===== src/rtl/cpu6502_hypervisor_port.sv =====
`default_nettype none
// ============================================================================
//  Module   : cpu6502_hypervisor_port
//  Purpose  : Hypervisor-side controller for the Cpu6502 register access port.
//             On a host command it halts the CPU by gating its clock enable,
//             then either snapshots the CPU registers into a local buffer
//             (save) or writes them back from that buffer (restore).
//  Ports    : clock/resetN          - system clock, async active-low reset
//             clockEnableIn/Out     - CPU clock enable in, gated enable out
//             hypervisorWrite, writeAddr, writeData - CPU register write port
//             readAddrA/B, readDataA/B              - CPU register read ports
//             cmdValid, cmdRestore, cmdReady        - host command handshake
//             busy, done                            - status / completion pulse
//             bufAddr, bufWriteEnable, bufWriteData, bufReadData - host buffer
//  Revision : 1.0 - initial release
// ============================================================================
module cpu6502_hypervisor_port #(
   parameter int HALT_CYCLES = 1,
   parameter int REG_COUNT   = 8
) (
   input  logic       clock,
   input  logic       resetN,
   input  logic       clockEnableIn,
   output logic       clockEnableOut,
   output logic       hypervisorWrite,
   output logic [2:0] writeAddr,
   output logic [7:0] writeData,
   output logic [2:0] readAddrA,
   input  logic [7:0] readDataA,
   output logic [2:0] readAddrB,
   input  logic [7:0] readDataB,
   input  logic       cmdValid,
   input  logic       cmdRestore,
   output logic       cmdReady,
   output logic       busy,
   output logic       done,
   input  logic [2:0] bufAddr,
   input  logic       bufWriteEnable,
   input  logic [7:0] bufWriteData,
   output logic [7:0] bufReadData
);

   typedef enum logic [2:0] {
      ST_IDLE    = 3'd0,
      ST_HALT    = 3'd1,
      ST_SAVE    = 3'd2,
      ST_RESTORE = 3'd3,
      ST_DONE    = 3'd4
   } state_t;

   localparam logic [3:0] c_HALT_LOAD = 4'(HALT_CYCLES - 1);
   localparam logic [2:0] c_LAST_REG  = 3'(REG_COUNT - 1);
   // readAddrA value of the last even/odd pair
   localparam logic [2:0] c_LAST_PAIR = 3'(REG_COUNT - 2);

   state_t     r_state;
   state_t     w_nextState;
   logic       r_halt;
   logic       r_restore;
   logic [3:0] r_haltCount;
   logic [2:0] r_index;
   logic [2:0] r_readAddrA;
   logic [2:0] r_readAddrB;
   logic [7:0] r_bufReadData;
   logic [7:0] r_buffer [8];

   // State register
   always_ff @(posedge clock or negedge resetN) begin
      if (!resetN) begin
         r_state <= ST_IDLE;
      end else begin
         r_state <= w_nextState;
      end
   end

   // Next-state and state-decoded outputs
   always_comb begin
      w_nextState     = r_state;
      cmdReady        = 1'b0;
      busy            = 1'b1;
      done            = 1'b0;
      hypervisorWrite = 1'b0;
      writeAddr       = 3'd0;
      writeData       = 8'h00;
      case (r_state)
         ST_IDLE: begin
            cmdReady = 1'b1;
            busy     = 1'b0;
            if (cmdValid) begin
               w_nextState = ST_HALT;
            end
         end
         ST_HALT: begin
            if (r_haltCount == 4'd0) begin
               w_nextState = r_restore ? ST_RESTORE : ST_SAVE;
            end
         end
         ST_SAVE: begin
            if (r_readAddrA == c_LAST_PAIR) begin
               w_nextState = ST_DONE;
            end
         end
         ST_RESTORE: begin
            hypervisorWrite = 1'b1;
            writeAddr       = r_index;
            writeData       = r_buffer[r_index];
            if (r_index == c_LAST_REG) begin
               w_nextState = ST_DONE;
            end
         end
         ST_DONE: begin
            done        = 1'b1;
            w_nextState = ST_IDLE;
         end
         default: begin
            w_nextState = ST_IDLE;
         end
      endcase
   end

   // Datapath: halt flag, counters, read addresses and the register buffer
   always_ff @(posedge clock or negedge resetN) begin
      if (!resetN) begin
         r_halt        <= 1'b0;
         r_restore     <= 1'b0;
         r_haltCount   <= 4'd0;
         r_index       <= 3'd0;
         r_readAddrA   <= 3'd0;
         r_readAddrB   <= 3'd0;
         r_bufReadData <= 8'h00;
         for (int i = 0; i < 8; i++) begin
            r_buffer[i] <= 8'h00;
         end
      end else begin
         r_bufReadData <= r_buffer[bufAddr];
         case (r_state)
            ST_IDLE: begin
               // Host write lands on the accept edge too; a save then overwrites it
               if (bufWriteEnable) begin
                  r_buffer[bufAddr] <= bufWriteData;
               end
               if (cmdValid) begin
                  r_halt      <= 1'b1;
                  r_restore   <= cmdRestore;
                  r_haltCount <= c_HALT_LOAD;
               end
            end
            ST_HALT: begin
               if (r_haltCount != 4'd0) begin
                  r_haltCount <= r_haltCount - 4'd1;
               end else begin
                  // Addresses are set on the entry edge so the first SAVE
                  // cycle already sees stable read data
                  r_index     <= 3'd0;
                  r_readAddrA <= 3'd0;
                  r_readAddrB <= 3'd1;
               end
            end
            ST_SAVE: begin
               r_buffer[r_readAddrA] <= readDataA;
               r_buffer[r_readAddrB] <= readDataB;
               if (r_readAddrA != c_LAST_PAIR) begin
                  r_readAddrA <= r_readAddrA + 3'd2;
                  r_readAddrB <= r_readAddrB + 3'd2;
               end
            end
            ST_RESTORE: begin
               if (r_index != c_LAST_REG) begin
                  r_index <= r_index + 3'd1;
               end
            end
            ST_DONE: begin
               r_halt <= 1'b0;
            end
            default: begin
               r_halt <= 1'b0;
            end
         endcase
      end
   end

   assign clockEnableOut = clockEnableIn & ~r_halt;
   assign readAddrA      = r_readAddrA;
   assign readAddrB      = r_readAddrB;
   assign bufReadData    = r_bufReadData;

endmodule
`default_nettype wire


===== config.mk =====
export PLATFORM = sky130hd
export DESIGN_NAME = cpu6502_hypervisor_port
export DESIGN_NICKNAME = d
export VERILOG_FILES = /design/src/rtl/cpu6502_hypervisor_port.sv
export SDC_FILE = /design/constraint.sdc
export NUM_CORES = 1
export LEC_CHECK = 0
export CAP_MARGIN = 20
export CELL_PAD_IN_SITES_DETAIL_PLACEMENT = 0
export CELL_PAD_IN_SITES_GLOBAL_PLACEMENT = 1
export CORE_ASPECT_RATIO = 0.75
export CORE_MARGIN = 10
export CORE_UTILIZATION = 50
export DETAILED_ROUTE_END_ITERATION = 8
export DONT_BUFFER_PORTS = 1
export PLACE_DENSITY = 0.81
export SYNTH_ARGS = -nofsm -noshare
export SYNTH_HDL_FRONTEND = slang
export SYNTH_SLANG_ARGS = --single-unit
export TNS_END_PERCENT = 1

===== constraint.sdc =====
create_clock -name clock -period 2.8 [get_ports clock]
set_input_delay 0.56 -clock clock [delete_from_list [all_inputs] [get_ports clock]]
set_output_delay 0.56 -clock clock [all_outputs]
set_load 0.01 [all_outputs]

==> metrics.md, run 1 <==
| Metric | Value |
|---|---|
| RR Startpoint | `r_haltCount[0]` |
| Grt met3 use | `just under 8%` |
| WP buf/inv | `0` |
| Post-synthesis cell count | `535` |
| Root Driver | `clkbuf_16` |
| FF-to-FF setup slack | `0.36 ns` |
| Max clock buf depth | `2` |
| Die area | `15600 µm²` |
| Crit. End Element | `output port` |
| Tightest Pin Transition | `1.06 ns` |
| Post-cts sizing count | `0` |
| Initial Utilization | `52.2%` |
| FF+latch count, synth | `89` |
| Detailed Place HPWL | `13.0 mm` |
| Final hold vios | `0` |
| Pleak | `approximately 2.6 nW` |
| Die W | `between 100 and 150 µm` |
| Vias | `4665` |
| Worst setup slack after layout | `~0.3 ns` |
| Post-Syn Nets | `581` |
| Total track usage | `22.6%` |
| Cell Area, Placed | `5630 µm²` |
| WP data arrival | `slightly below 2 ns` |
| Final setup viols | `0` |
| Final WL | `approximately 18 mm` |
| Number of synthesized flops with an enable pin | `0` |
| Asr flop ratio synth | `100%` |
| Slew margin rel. | `between 20% and 30%` |
| Fin crit share | `89.3%` |
| # nets final | `573` |
| Worst-path fanout max | `19` |
| Worst path max stage delay | `0.89 ns` |
| Top-count cell post-synth | `dfrtp_1` |
| Routability-driven placement congestion ratio | `0.915` |
| Syn Area/Cell | `10.2 µm²` |
| Most crowded layer after global routing | `met1` |
| CTS tree | `yes` |
| Total power | `6.57 mW` |
| Clock sink count | `89` |
| Initial antenna violation count | `0` |
| Layout Skew | `0.00704 ns` |
| Max-slew violations | `0` |
| Slowest CP cell | `dfrtp_1` |
| Cells after DPL | `651` |
| Fin Setup TNS | `0 ns` |
| Avg WL per Cell | `26.3 µm` |
| Total grt overflow | `0` |
| Critical Path RT | `around 2.2 ns` |
| DP Worst Slack | `0.370 ns` |
| Reg-to-Reg End | `readAddrB[1]` |
| Yosys top cell by area | `dfrtp_1` |
| Post-synth top area share | `40.7%` |
| Largest net degree at the start of global routing | `90` |
| Max Fclk | `between 300 and 400 MHz` |
| Layout Cells excl Fill | `668` |
| Synth Flop Type | `dfrtp_1` |
| Routed Antenna Nets | `0` |
| DRT Pass-1 Iters | `5` |
| Post-CTS Setup Bufs | `0` |
| Clk Latency, worst-skew pair | `0.35 ns` |
| Worst VDD drop | `0.483 mV` |
| Synth unique cells | `45` |
| Floorplan row count | `32` |
| First-pass GRT wire length | `28.0 mm` |
| Met1 Use GR | `33.1%` |
| N_diodes | `0` |
| Syn Std Cell Area | `5480 µm²` |
| Worst-path clk slew | `0.06 ns` |
| Area grow syn2layout | `9.16%` |
| Status | `finished clean` |
| CTS Buf Count | `9` |
| Final Cell Area | `5980 µm²` |
| R2R cell count | `6` |
| Setup CP Type | `reg2out` |
| Synth cell count leaders | `dfrtp_1, nand2_1, a221o_1` |
| Worst Hold Class | `in2async` |
| Area contributors post-synth | `dfrtp_1, a221o_1, mux4_2, nand2_1, a21oi_1` |
| Worst path top cell family by delay | `flip-flops` |
| DRT iter0 DRCs | `about 520` |
| Final worst path period need | `between 2 and 3 ns` |
| Ratio of cells with drive above 1 in the final layout | `approximately 15%` |
| Post-synthesis sequential area ratio | `slightly above 40%` |
| Pwr Density | `1100 nW/µm²` |
| Die Y | `111 µm` |
| Critical path cell sequence | `mux4_2 -> nand2_1 -> a21oi_1` |
| Max_cap viols | `0` |
| Setup repair after global routing missed its margin | `no` |
| Startpoint types | `flip-flop` |
| # port buffers | `0` |
| H-tree Lvls | `3` |
| Via/cell ratio | `~7` |
| M2 GR Usage | `a little under a third` |
| Core area | `10500 µm²` |
| Residual DRC count | `0` |
| I/O pins | `63` |
| Yosys warning total | `0` |
| Vias in the first global route | `~4600` |
[state kept, by name, indices dropped and copies added, names as in the netlist]
signal / cells
bufReadData: 8
r_buffer: 64
r_halt: 1
r_haltCount: 4
r_index: 3
r_restore: 1
r_state: 3
readAddrA: 2
readAddrB: 3
[cell usage in the layout, fill, tap and decap left out, types with 4 or more instances in the layout]
cell        n
mux2_2     11
mux4_2     22
a221o_1    66
nand3_1     9
inv_1       9
a22oi_1     8
mux2i_1     7
and3_1     32
clkbuf_16   9
buf_4      21
ha_1       13
nor2b_1    13
a22o_1      6
and2_1     12
nand2_1    88
nand2b_1    6
o21ai_1     4
o21ai_0     9
dfrtp_1    89
a21oi_1    46
nor2_1      9
[per-layer routing]
| metal | wire [µm] | share of wire, % | up-vias |
|---|---|---|---|
| li1 | - | - | 2040 |
| met1 | 7680 | 44 | 2316 |
| met2 | 7400 | 42 | 289 |
| met3 | 2330 | 13 | 20 |
| met4 | 170 | 0.97 | 0 |
| met5 | 0 | 0 | - |
[how the worst max path moves through the flow]
| stage | start | endpoint | slack (ns) | cells after the start |
|---|---|---|---|---|
| after floorplan | r_index[0] | writeData[0] | 0.67 | 5 |
| after global placement | r_haltCount[0] | readAddrB[1] | 0.38 | 6 |
| after detailed placement | r_haltCount[0] | readAddrB[1] | 0.37 | 6 |
| after CTS | r_index[1] | writeData[6] | 0.30 | 3 |
| after global routing | r_haltCount[0] | readAddrB[1] | 0.12 | 6 |
| final | r_index[1] | writeData[0] | 0.30 | 3 |
[where the power goes]
group / switching (mW) / leakage [nW] / total [mW] / internal, mW
Clock: 0.516 / 0.159 / 1.32 / 0.805
Sequential: 0.826 / 1.10 / 2.69 / 1.87
Combinational: 1.18 / 1.36 / 2.56 / 1.37
[kinds of logic (layout without fill, tap and decap cells)]
group / count (synthesis) / in the layout / share of synthesized area (%)
AND/OR/NAND/NOR: 190 / 190 / 18.4
multiplexers: 40 / 40 / 12.6
flip-flops: 89 / 89 / 40.7
adder cells (fa/ha/maj): 13 / 13 / 2.97
buffers and inverters: 51 / 48 / 3.88
XOR/XNOR: 2 / 2 / 0.320
other: 1 / 1 / 0.0685
AO/OA/AOI/OAI: 149 / 149 / 21.1
[area by class of cell]
cell class,instances,area (µm²)
flip-flops and latches,89,2230
fillers,913,4510
well taps,136,170
inverters,10,37.5
repair buffers,22,185
clock inverters,5,78.8
clock buffers,11,243
multi-input cells,395,3040
[per-stage QoR]
step | hold WS [ns] | utilization [%]
5_1_grt | 0.171 | 57.0
3_3_place_gp | 0.269 | 53.6
3_5_place_dp | 0.269 | 53.6
4_1_cts | 0.148 | 57.0
2_1_floorplan | 0.264 | -
6_report | 0.115 | 57.0
[repair_timing]
action,CTS,global route
endpoints found under the hold margin,89,0
setup endpoints to repair,0,0
hold buffers,1,0
(Power assumes the default switching activity.)
==> run 2: changes to the inputs <==
--- a/config.mk
+++ b/config.mk
@@ -10,10 +10,11 @@
 export CELL_PAD_IN_SITES_GLOBAL_PLACEMENT = 1
 export CORE_ASPECT_RATIO = 0.75
 export CORE_MARGIN = 10
-export CORE_UTILIZATION = 50
+export CORE_UTILIZATION = 40
 export DETAILED_ROUTE_END_ITERATION = 8
 export DONT_BUFFER_PORTS = 1
-export PLACE_DENSITY = 0.81
+export PLACE_DENSITY = 0.67
+export SLEW_MARGIN = 20
 export SYNTH_ARGS = -nofsm -noshare
 export SYNTH_HDL_FRONTEND = slang
 export SYNTH_SLANG_ARGS = --single-unit
==> run 2 against run 1 <==
Compared with the run above:
- clock skew shrank 0.0027 ns
- largest cell class unchanged
- worst setup slack got worse by 0.083 ns
- critical endpoint is now writeData[7]
- utilization is 11 points lower
- largest power group unchanged
- highest routed layer unchanged
==> metrics.md, run 2 (synthesized netlist as in run 1, its figures left out) <==
| Metric | Value |
|---|---|
| Status | `finished clean` |
| Pleak | `approximately 2.6 nW` |
| Most frequent cells in the layout | `dfrtp_1, nand2_1, a221o_1` |
| Max Fclk | `387 MHz` |
| M2 GR Usage | `26.8%` |
| Routability-driven placement congestion ratio | `0.866` |
| Ratio of cells with drive above 1 in the final layout | `approximately 15%` |
| Tightest Pin Transition | `1.11 ns` |
| H-tree Lvls | `3` |
| Setup repair after global routing missed its margin | `no` |
| Total power | `6.68 mW` |
| Avg WL per Cell | `26.0 µm` |
| Sw Share | `38.5%` |
| Fin Setup TNS | `0 ns` |
| Max_cap viols | `0` |
| Most common cell after layout, fill and taps aside | `dfrtp_1` |
| Vias in the first global route | `4460` |
| Max-slew violations | `0` |
| I/O pins | `63` |
| Total grt overflow | `0` |
| Met1 Use GR | `between 20% and 30%` |
| Floorplan row count | `36` |
| Final setup viols | `0` |
| Die W | `roughly 160 µm` |
| Residual DRC count | `0` |
| Post-CTS Setup Bufs | `0` |
| # nets final | `around 580` |
| Final Cell Area | `between 6000 and 7000 µm²` |
| Pwr Density | `about 1100 nW/µm²` |
| Clk Latency, worst-skew pair | `approximately 0.34 ns` |
| Final WL | `between 15 and 20 mm` |
| DRT Pass-1 Iters | `7` |
| Crit. End Element | `output port` |
| Final hold vios | `0` |
| Max FFs per register | `between 60 and 70` |
| First-pass GRT wire length | `28.4 mm` |
| Worst Hold Class | `in2async` |
| CTS Buf Count | `9` |
| Clk pwr share | `20.0%` |
| Startpoint types | `flip-flop` |
| Layout Skew | `between 0.004 and 0.005 ns` |
| Fin crit share | `92.3%` |
| Critical Path RT | `2.24 ns` |
| WP data arrival | `between 2 and 2.5 ns` |
| Initial antenna violation count | `0` |
| Grt met3 use | `under 10%` |
| Area grow syn2layout | `10.8%` |
| Routed Antenna Nets | `0` |
| DRT iter0 DRCs | `~510` |
| N_diodes | `0` |
| DP Worst Slack | `0.293 ns` |
| Worst-path fanout max | `19` |
| Initial Utilization | `41.5%` |
| Root Driver | `clkbuf_16` |
| P_int | `4.11 mW` |
| Cell Area, Placed | `5710 µm²` |
| # port buffers | `0` |
| Die area | `around 19000 µm²` |
| Clock sink count | `89` |
| Die Y | `121 µm` |
| Setup CP Type | `reg2out` |
| Hold Slack | `0.111 ns` |
| Worst setup slack after layout | `0.216 ns` |
| Via/cell ratio | `6.54` |
| Max clock buf depth | `2` |
| CTS tree | `yes` |
| Detailed Place HPWL | `between 10 and 15 mm` |
| Number of fill cells in the layout | `1228` |
| Vias | `around 4600` |
| Largest net degree at the start of global routing | `90` |
| Core area | `approximately 13000 µm²` |
| R2R cell count | `3` |
| Most flops, register | `r_buffer` |
| Worst-path clk slew | `0.06 ns` |
| Most crowded layer after global routing | `met1` |
| Final worst path period need | `approximately 2.6 ns` |
| Sequential share of power | `40.1%` |
| Slew margin rel. | `26.1%` |
| Comb pwr share | `39.8%` |
| Psw | `roughly 2.6 mW` |
| Total track usage | `about a fifth` |
| Worst VDD drop | `approximately 0.5 mV` |
==> run 2: cell count changes in the layout (fill, tap and decap cells not counted) <==
cell / change
buf_12: +1
clkinv_4: -1
clkbuf_8: +1
buf_4: +2
nor4b_2: +1
nor4b_1: -1
clkbuf_1: +2
clkinv_2: -2
==> run 2: power by group through the flow <==
stage,Clock (mW),Combinational (mW),Sequential [mW]
6_report,1.34,2.66,2.68
3_3_place_gp,0,2.56,2.63
2_1_floorplan,0,2.12,2.23
3_5_place_dp,0,2.61,2.65
5_1_grt,1.40,2.91,2.75
4_1_cts,1.36,2.65,2.64
==> run 2: critical path, stage by stage (launching register included) <==
cell and delay (ns):
dfrtp_1 0.92, mux4_2 0.40, nand2_1 0.06, a21oi_1 0.29
==> run 2: cell type report <==
| type | instances | area (µm²) | area share (%) |
|---|---|---|---|
| multi-input combinational | 395 | 3040 | 50.2 |
| clock inverter | 2 | 60.1 | 0.990 |
| sequential | 89 | 2230 | 36.7 |
| clock buffer | 14 | 264 | 4.35 |
| timing repair buffer | 25 | 220 | 3.63 |
| inverter | 10 | 37.5 | 0.619 |
| tap | 171 | 214 | 3.53 |
==> run 2: path summary, 6_finish.rpt <==
| kind | from | to | slack (ns) |
|---|---|---|---|
| worst max-delay path | r_index[1] | writeData[7] | 0.22 |
| worst min-delay path | resetN | bufReadData[4] | 0.11 |
| worst max register to register | r_state[0] | r_buffer[33] | 0.47 |
| worst min register to register | r_restore | r_restore | 0.52 |
| max in group asynchronous | resetN | r_buffer[25] | 2.28 |
| min in group clock | cmdValid | r_haltCount[2] | 0.29 |
==> run 2: what timing repair did <==
action / 4_1_cts / 5_1_grt
setup endpoints to repair: 0 / 1
endpoints found under the hold margin: 89 / 0
gates resized for setup: 0 / 1
hold buffers: 1 / 0
==> run 2: routing by layer <==
| metal | wire (µm) | part of all wire [%] |
|---|---|---|
| met3 | 2500 | 14 |
| met4 | 220 | 1.2 |
| met5 | 0 | 0 |
| met2 | 7380 | 40 |
| met1 | 8230 | 45 |
==> run 2: per-stage QoR <==
stage                     util [%]  std cells
after CTS                     45.9        706
final                         46.0        706
after global routing          46.0        706
after detailed placement      43.2        689
after global placement        43.2        689
after floorplan                  -        535
